File: config.mk
export PLATFORM = sky130hd
export DESIGN_NAME = pc_fetch_ctrl
export DESIGN_NICKNAME = d
export VERILOG_FILES = /design/src/rtl/cpu_types_pkg.sv /design/src/rtl/pc_next_calc.sv /design/src/rtl/pc_fetch_ctrl.sv
export SDC_FILE = /design/constraint.sdc
export NUM_CORES = 1
export LEC_CHECK = 0
export BUFFER_PORTS_ARGS = -buffer_cell sky130_fd_sc_hd__buf_2
export CAP_MARGIN = 20
export CORE_UTILIZATION = 26
export DETAILED_ROUTE_END_ITERATION = 7
export PLACE_DENSITY = 0.5
export SETUP_SLACK_MARGIN = 0.15
export SLEW_MARGIN = 40
export SYNTH_ARGS = -nofsm -noshare
export SYNTH_HDL_FRONTEND = slang
export SYNTH_SLANG_ARGS = --single-unit
File: constraint.sdc
create_clock -name CLK -period 4.3 [get_ports CLK]
set_input_delay 0.43 -clock CLK [delete_from_list [all_inputs] [get_ports CLK]]
set_output_delay 0.43 -clock CLK [all_outputs]
set_load 0.03 [all_outputs]
File: src/rtl/cpu_types_pkg.sv
// Shared CPU types: machine word, PC source select and fetch FSM state encoding.
// Also holds the branch-offset helper used by next-PC calculation.
package cpu_types_pkg;

    typedef logic [31:0] word_t;

    typedef enum logic [1:0] {
        SEQ = 2'd0,
        BR  = 2'd1,
        J   = 2'd2,
        JR  = 2'd3
    } pcsrc_t;

    typedef enum logic [1:0] {
        FETCH = 2'd0,
        EXEC  = 2'd1,
        HALT  = 2'd2
    } fetch_state_t;

    localparam int unsigned PC_STEP_DEFAULT = 4;
    localparam int unsigned CNT_W_DEFAULT   = 32;

    // Branch offsets are word counts: sign-extend, then scale to bytes.
    function automatic word_t br_offset(input logic [15:0] imm16);
        br_offset = {{14{imm16[15]}}, imm16, 2'b00};
    endfunction

endpackage

File: src/rtl/pc_next_calc.sv
// Combinational next-PC selection: sequential, branch, jump and jump-register.
// Also flags a JR target that is not word aligned.
module pc_next_calc
    import cpu_types_pkg::*;
#(
    parameter int unsigned PC_STEP = PC_STEP_DEFAULT
) (
    input  word_t        pc_out,
    input  logic [1:0]   pc_src,
    input  logic         branch_taken,
    input  logic [15:0]  imm16,
    input  logic [25:0]  jaddr26,
    input  word_t        jr_target,
    output word_t        pc_in,
    output logic         jr_misalign
);

    word_t npc_s;

    // Select the next PC; all arithmetic is 32-bit modulo.
    always_comb begin
        npc_s       = pc_out + word_t'(PC_STEP);
        pc_in       = npc_s;
        jr_misalign = 1'b0;
        case (pcsrc_t'(pc_src))
            SEQ: pc_in = npc_s;
            BR: begin
                if (branch_taken) begin
                    pc_in = npc_s + br_offset(imm16);
                end else begin
                    pc_in = npc_s;
                end
            end
            J:   pc_in = {npc_s[31:28], jaddr26, 2'b00};
            JR: begin
                pc_in       = {jr_target[31:2], 2'b00};
                jr_misalign = (jr_target[1:0] != 2'b00);
            end
            default: pc_in = npc_s;
        endcase
    end

endmodule

File: src/rtl/pc_fetch_ctrl.sv
// Instruction-fetch controller: fetches at pc_out, holds the instruction while it
// executes, and commits the next PC exactly once per retired instruction.
module pc_fetch_ctrl
    import cpu_types_pkg::*;
#(
    parameter int unsigned PC_STEP = PC_STEP_DEFAULT,
    parameter int unsigned CNT_W   = CNT_W_DEFAULT
) (
    input  logic              CLK,
    input  logic              nRST,
    input  word_t             pc_out,
    output word_t             pc_in,
    output logic              pcWEN,
    output logic              imemREN,
    output word_t             imemaddr,
    input  logic              ihit,
    input  word_t             imemload,
    output word_t             instr,
    output logic              instr_valid,
    input  logic [1:0]        pc_src,
    input  logic              branch_taken,
    input  logic [15:0]       imm16,
    input  logic [25:0]       jaddr26,
    input  word_t             jr_target,
    input  logic              dstall,
    input  logic              halt,
    output logic              halted,
    output logic              misalign,
    output logic [CNT_W-1:0]  retired
);

    fetch_state_t       state_r;
    word_t              instr_r;
    logic               imemren_r;
    logic               ivalid_r;
    logic               halted_r;
    logic               misalign_r;
    logic [CNT_W-1:0]   retired_r;
    logic               commit_s;
    logic               jr_misalign_s;
    word_t              pc_next_s;

    pc_next_calc #(
        .PC_STEP (PC_STEP)
    ) u_pc_next_calc (
        .pc_out       (pc_out),
        .pc_src       (pc_src),
        .branch_taken (branch_taken),
        .imm16        (imm16),
        .jaddr26      (jaddr26),
        .jr_target    (jr_target),
        .pc_in        (pc_next_s),
        .jr_misalign  (jr_misalign_s)
    );

    // Commit is the only combinational control output: it must pulse in the EXEC cycle itself.
    always_comb begin
        commit_s = 1'b0;
        if ((state_r == EXEC) && !dstall && !halt) begin
            commit_s = 1'b1;
        end else begin
            commit_s = 1'b0;
        end
    end

    // Fetch FSM with registered status outputs, instruction latch, sticky flags and retire counter.
    always_ff @(posedge CLK or negedge nRST) begin
        if (!nRST) begin
            state_r    <= FETCH;
            instr_r    <= 32'h0000_0000;
            imemren_r  <= 1'b1;
            ivalid_r   <= 1'b0;
            halted_r   <= 1'b0;
            misalign_r <= 1'b0;
            retired_r  <= {CNT_W{1'b0}};
        end else begin
            case (state_r)
                FETCH: begin
                    if (ihit) begin
                        instr_r   <= imemload;
                        state_r   <= EXEC;
                        imemren_r <= 1'b0;
                        ivalid_r  <= 1'b1;
                    end
                end
                EXEC: begin
                    // dstall outranks halt so an outstanding data access completes first.
                    if (dstall) begin
                        state_r <= EXEC;
                    end else if (halt) begin
                        state_r   <= HALT;
                        ivalid_r  <= 1'b0;
                        halted_r  <= 1'b1;
                        imemren_r <= 1'b0;
                    end else begin
                        state_r   <= FETCH;
                        ivalid_r  <= 1'b0;
                        imemren_r <= 1'b1;
                        retired_r <= retired_r + CNT_W'(1);
                        if (jr_misalign_s) begin
                            misalign_r <= 1'b1;
                        end
                    end
                end
                HALT: begin
                    state_r   <= HALT;
                    imemren_r <= 1'b0;
                    ivalid_r  <= 1'b0;
                    halted_r  <= 1'b1;
                end
                default: begin
                    state_r   <= FETCH;
                    imemren_r <= 1'b1;
                    ivalid_r  <= 1'b0;
                end
            endcase
        end
    end

    assign pc_in       = pc_next_s;
    assign pcWEN       = commit_s;
    assign imemaddr    = pc_out;
    assign imemREN     = imemren_r;
    assign instr       = instr_r;
    assign instr_valid = ivalid_r;
    assign halted      = halted_r;
    assign misalign    = misalign_r;
    assign retired     = retired_r;

endmodule

==> run summary <==
The measured slew at the worst slew-check pin is 0.619 ns. Setup repair after global routing could not meet its margin everywhere. The run gives 6240 µm² as the netlist area before placement. Based on the critical path, the design can be clocked at up to 248 MHz. Kind of launch point of the worst setup path: an input port. Clock skew on the completed layout was measured at 0.0102 ns.

In this run, placement finished with an instance count of 1315. Of the available clock period, the critical path in the final layout requires 93.6%. Kind of critical path: input port to primary output.

Of all flip-flops after synthesis, the portion carrying an async set or reset was 100%. The logs give 0 for the final antenna-violating net count and 0.276 ns for the worst setup margin. The number of DRC violations after detailed-routing iteration 0 was 317. Once the floorplan was initialized, standard cells occupied 26.6% of the core.

The synthesized design contains 0 enable-type register cells. The launch point of the worst reg-to-reg path is state_r[1]$_DFFE_PN0N_. After detailed routing, the number of remaining DRC violations is 0. The post-layout minimum cycle time was 4.02 ns; the total vias in the final route was 6351. For the worst flop-to-flop path, the logic depth is 10. STA classifies the critical path endpoint as a primary output. Summing internal, switching and leakage power gives 0.00347 W. Prior to clock tree synthesis, the placed netlist has a worst setup slack of -0.0823 ns. The critical path starts at pc_out[4]. For the worst setup path, the data required time is 3.87 ns. The logs give 0.852 for the weighted congestion reported at the end of routability-driven placement and 887 for the number of nets in the synthesized netlist.

The share of synthesized area in the top cell type comes to 27.7%. Largest incremental delay on the critical path: 0.36 ns. The signal on the critical path passes through buf_2 -> and3_4 -> buf_4 -> and3_1 -> nand3_1 -> xnor2_1 -> ha_1 -> a21oi_1 -> buf_4 -> nor2b_1 -> o211ai_1 -> a21o_1 -> a31o_1 -> a21oi_2 -> mux2_2 -> o21ai_1 -> buf_4. The internal reg-to-reg setup slack came out at 1.85 ns. The longest clock path from root to sink contains 2 buffers. TritonCTS built the clock tree. Cells with a size suffix above 1 make up 49.4% of the layout.

Post-synthesis instance total: 702. In this run the tightest slew margin relative to its limit is 58.7%. After filler insertion, the fill cell instance count of the layout stands at 2435. For this run, the number of standard cells in the final layout without fillers is 1339. Of all nets on the critical path, the largest fanout is 5. The min-delay analysis places its worst path in the category input port to async pin. Top cell family by delay on the critical path: compound AO/OA/AOI/OAI gates. Global routing used 17.1% of the available tracks across all layers.

Summing the sequential cell areas from Yosys gives 28.1% of the chip area. The die is 157 µm tall. The fraction of the mapped netlist area in compound gates was 17.3%. The area share of xor/xnor cells in the synthesized design is 11.5%, and the cts-stage hold buffer count is 0. After synthesis, the largest family of logic cells by area is simple AND/OR/NAND/NOR gates. The die is 157 µm wide. Data arrives at the worst endpoint at 3.59 ns. The tools report the number of endpoints with negative hold slack in the final report as 0. The number of buffers and inverters on the critical path is 4.

The first global-routing pass estimated 32.7 mm of wire. The post-synthesis mux area share came out at 10.1%. The dominant cell type by area after synthesis is sky130_fd_sc_hd__dfrtp_1. The run gives 1 as the number of antenna violations at the first check in global routing.

The clock transition at the register clock pins on the worst setup and hold paths after CTS was 0.06 ns. Sorting the synthesized cells by how often they occur yields sky130_fd_sc_hd__dfrtp_1 (69), sky130_fd_sc_hd__nand2_1 (68), sky130_fd_sc_hd__nor2_1 (65), sky130_fd_sc_hd__xnor2_1 (53), sky130_fd_sc_hd__a21oi_1 (40). The largest individual stage delay along the critical path comes from the cell sky130_fd_sc_hd__mux2_2. The endpoint of the worst-slack reg-to-reg timing path was retired[26]$_DFFE_PN0P_.

The flow ran to the end, and the final reports show no timing, DRC or antenna violations. Synthesis instantiated 68 different standard cells from the library. The first detailed-routing pass ran for 4 iterations. Row generation in the floorplan step produced 56 rows.

The most numerous cell in the Yosys netlist is sky130_fd_sc_hd__dfrtp_1. Yosys printed 0 warnings. Max-cap violations in this run came to 0. Detailed placement ended at an HPWL of 17.7 mm. The core region is 23500 µm². Number of global-route vias before repair: 6053.

The tools report the cell at the root of the clock tree as sky130_fd_sc_hd__clkbuf_16. In the synthesized netlist the dominant register cell turns out to be sky130_fd_sc_hd__dfrtp_1. The logs give 9 for the total clock buffers created by CTS and 46 for the maximum number of pins on one net before global-route repair.

The growth of design area from synthesis to finish came out at 43.7%. The synthesized-area fraction occupied by and/or/nand/nor cells was 18.0%; the final setup violation count was 0. After global routing the overflow that remains totals 0. Power spread over the standard cell area amounts to 387 nW/µm².

After the last flow step, the layout net total stands at 1200. After detailed routing, the average wire length per cell comes to 16.2 µm. The final count of pins violating max slew was 0; the synthesized-area fraction occupied by adder cells was 7.94%. Hold is met by 0.101 ns. The total leakage power came out at 4.38 nW.

The post-detailed-routing wire length came out at 21.7 mm. During placement, the flow inserted port buffers numbering 278. The count of pins on the block boundary came out at 279. The synthesized design contains 70 register bits.

The H-tree was split into 3 levels. For this design, the sink count on the clock tree is 70. The floorplan step defined a die boundary enclosing 24600 µm². Clock latency on the worst-skew pair, taken at its later pin, is 0.33 ns. In the post-synthesis netlist, the biggest area contributors are sky130_fd_sc_hd__dfrtp_1 (28%), sky130_fd_sc_hd__ha_1 (7.6%), sky130_fd_sc_hd__xnor2_1 (7.4%), sky130_fd_sc_hd__mux2_2 (6.1%), sky130_fd_sc_hd__nand2_1 (4.1%). In this design, the critical path's most frequently occurring cell is sky130_fd_sc_hd__buf_4. The mean cell area of the mapped netlist is 8.89 µm². The worst-case IR drop observed on VDD is 0.401 mV. After detailed routing, the number of vias per cell comes to 4.74.
[cell families (layout without fill, tap and decap cells)]
logic type,count (synthesis),in the layout
xor gates and xnor gates,82,82
and+or+nand+nor,230,230
muxes,46,46
AOI/OAI and AO/OA,162,162
adders and majority gates,39,39
buffers and inverters,73,390
other,0,1
DFF,70,70
[report_power, final]
part	switching, W	leakage, nW	internal (W)	total, W
combinational	0.00104	3.34	0.000660	0.00170
sequential	0.000128	0.883	0.000855	0.000983
clock	0.000281	0.152	0.000504	0.000785
total	0.00145	4.38	0.00202	0.00347
[area by class of cell]
class                   count  area (µm²)  area share (%)
clock buffers               9         225            2.51
flip-flops and latches     70        1750            19.5
clock inverters             6        86.3           0.963
multi-input cells         559        4410            49.2
diodes                      1        2.50          0.0279
well taps                 319         399            4.45
inverters                  16        60.1           0.670
repair buffers            359        2030            22.6
[flip-flops by register name, indices dropped and copies added, names as in the netlist]
register     cells
retired         32
halted           1
instr_valid      1
state_r          2
instr           32
imemREN          1
misalign         1
[worst register-to-register path: stages, from the launching register on]
cell	delay, ns
sky130_fd_sc_hd__dfrtp_1	0.49
sky130_fd_sc_hd__nor4b_4	0.31
sky130_fd_sc_hd__buf_4	0.20
sky130_fd_sc_hd__nand4_1	0.21
sky130_fd_sc_hd__nor2_2	0.27
sky130_fd_sc_hd__and2_1	0.22
sky130_fd_sc_hd__nand2_1	0.07
sky130_fd_sc_hd__or2_4	0.27
sky130_fd_sc_hd__nor2_4	0.11
sky130_fd_sc_hd__nand2_1	0.07
sky130_fd_sc_hd__xnor2_1	0.12
[how the worst max path moves through the flow]
stage                           end  slack, ns  cells past startpoint
after floorplan           pc_in[31]       0.31                     17
after global placement    pc_in[31]     0.0009                     18
after detailed placement  pc_in[31]      -0.08                     18
after CTS                 pc_in[31]       0.14                     18
after global routing      pc_in[31]       0.07                     18
final                     pc_in[28]       0.28                     17
[routing by layer]
metal	up-vias	track usage [%]	routed length (µm)
met5	-	0	0
met2	245	29.0	10100
met3	16	3.69	1750
li1	3111	-	-
met4	0	3.50	205
met1	2979	22.1	9600
[repair_timing]
| item | CTS | global route |
|---|---|---|
| setup endpoints to repair | 9 | 16 |
| gates resized for setup | 16 | 70 |
| buffers inserted | 3 | 5 |
| pin swaps | 6 | 23 |
[layout by cell type (no fill, tap or decap), types with 3 or more instances in the layout]
master,Yosys,layout
sky130_fd_sc_hd__nor2_4,3,9
sky130_fd_sc_hd__or3_4,1,4
sky130_fd_sc_hd__a31oi_1,7,3
sky130_fd_sc_hd__o21ai_0,31,28
sky130_fd_sc_hd__xnor2_1,53,42
sky130_fd_sc_hd__a31oi_2,0,4
sky130_fd_sc_hd__ha_4,0,3
sky130_fd_sc_hd__o22ai_1,4,4
sky130_fd_sc_hd__o221ai_1,3,3
sky130_fd_sc_hd__nand3_2,3,9
sky130_fd_sc_hd__nand4_1,14,14
sky130_fd_sc_hd__nor2_2,4,9
sky130_fd_sc_hd__a21oi_2,1,8
sky130_fd_sc_hd__a211oi_2,1,3
sky130_fd_sc_hd__a21oi_1,40,32
sky130_fd_sc_hd__nand3_1,28,22
sky130_fd_sc_hd__nor2b_1,6,6
sky130_fd_sc_hd__ha_1,38,33
sky130_fd_sc_hd__buf_2,0,268
sky130_fd_sc_hd__mux2_2,34,34
sky130_fd_sc_hd__xor2_1,29,27
sky130_fd_sc_hd__and3_1,13,11
sky130_fd_sc_hd__dfrtp_1,69,69
sky130_fd_sc_hd__a21boi_0,3,3
sky130_fd_sc_hd__nand2b_1,4,4
sky130_fd_sc_hd__xnor2_2,0,11
sky130_fd_sc_hd__inv_1,15,15
sky130_fd_sc_hd__clkbuf_16,0,9
sky130_fd_sc_hd__mux4_2,10,10
sky130_fd_sc_hd__buf_4,33,89
sky130_fd_sc_hd__o21ai_1,12,14
sky130_fd_sc_hd__nor3_1,6,6
sky130_fd_sc_hd__a21o_1,23,23
sky130_fd_sc_hd__a221oi_1,6,6
sky130_fd_sc_hd__nor2_1,65,54
sky130_fd_sc_hd__o31ai_1,5,3
sky130_fd_sc_hd__o21a_1,5,5
sky130_fd_sc_hd__nand2_1,68,67
[per-stage QoR]
| step | setup TNS (ns) | utilization [%] | cell area (µm²) |
|---|---|---|---|
| floorplan | 0 | - | 6240 |
| global placement | 0 | 35.0 | 8210 |
| detailed placement | -0.0992 | 35.0 | 8210 |
| CTS | 0 | 36.7 | 8610 |
| global route | 0 | 38.2 | 8970 |
| finish | 0 | 38.2 | 8970 |
Power figures use the tool's default switching activity.
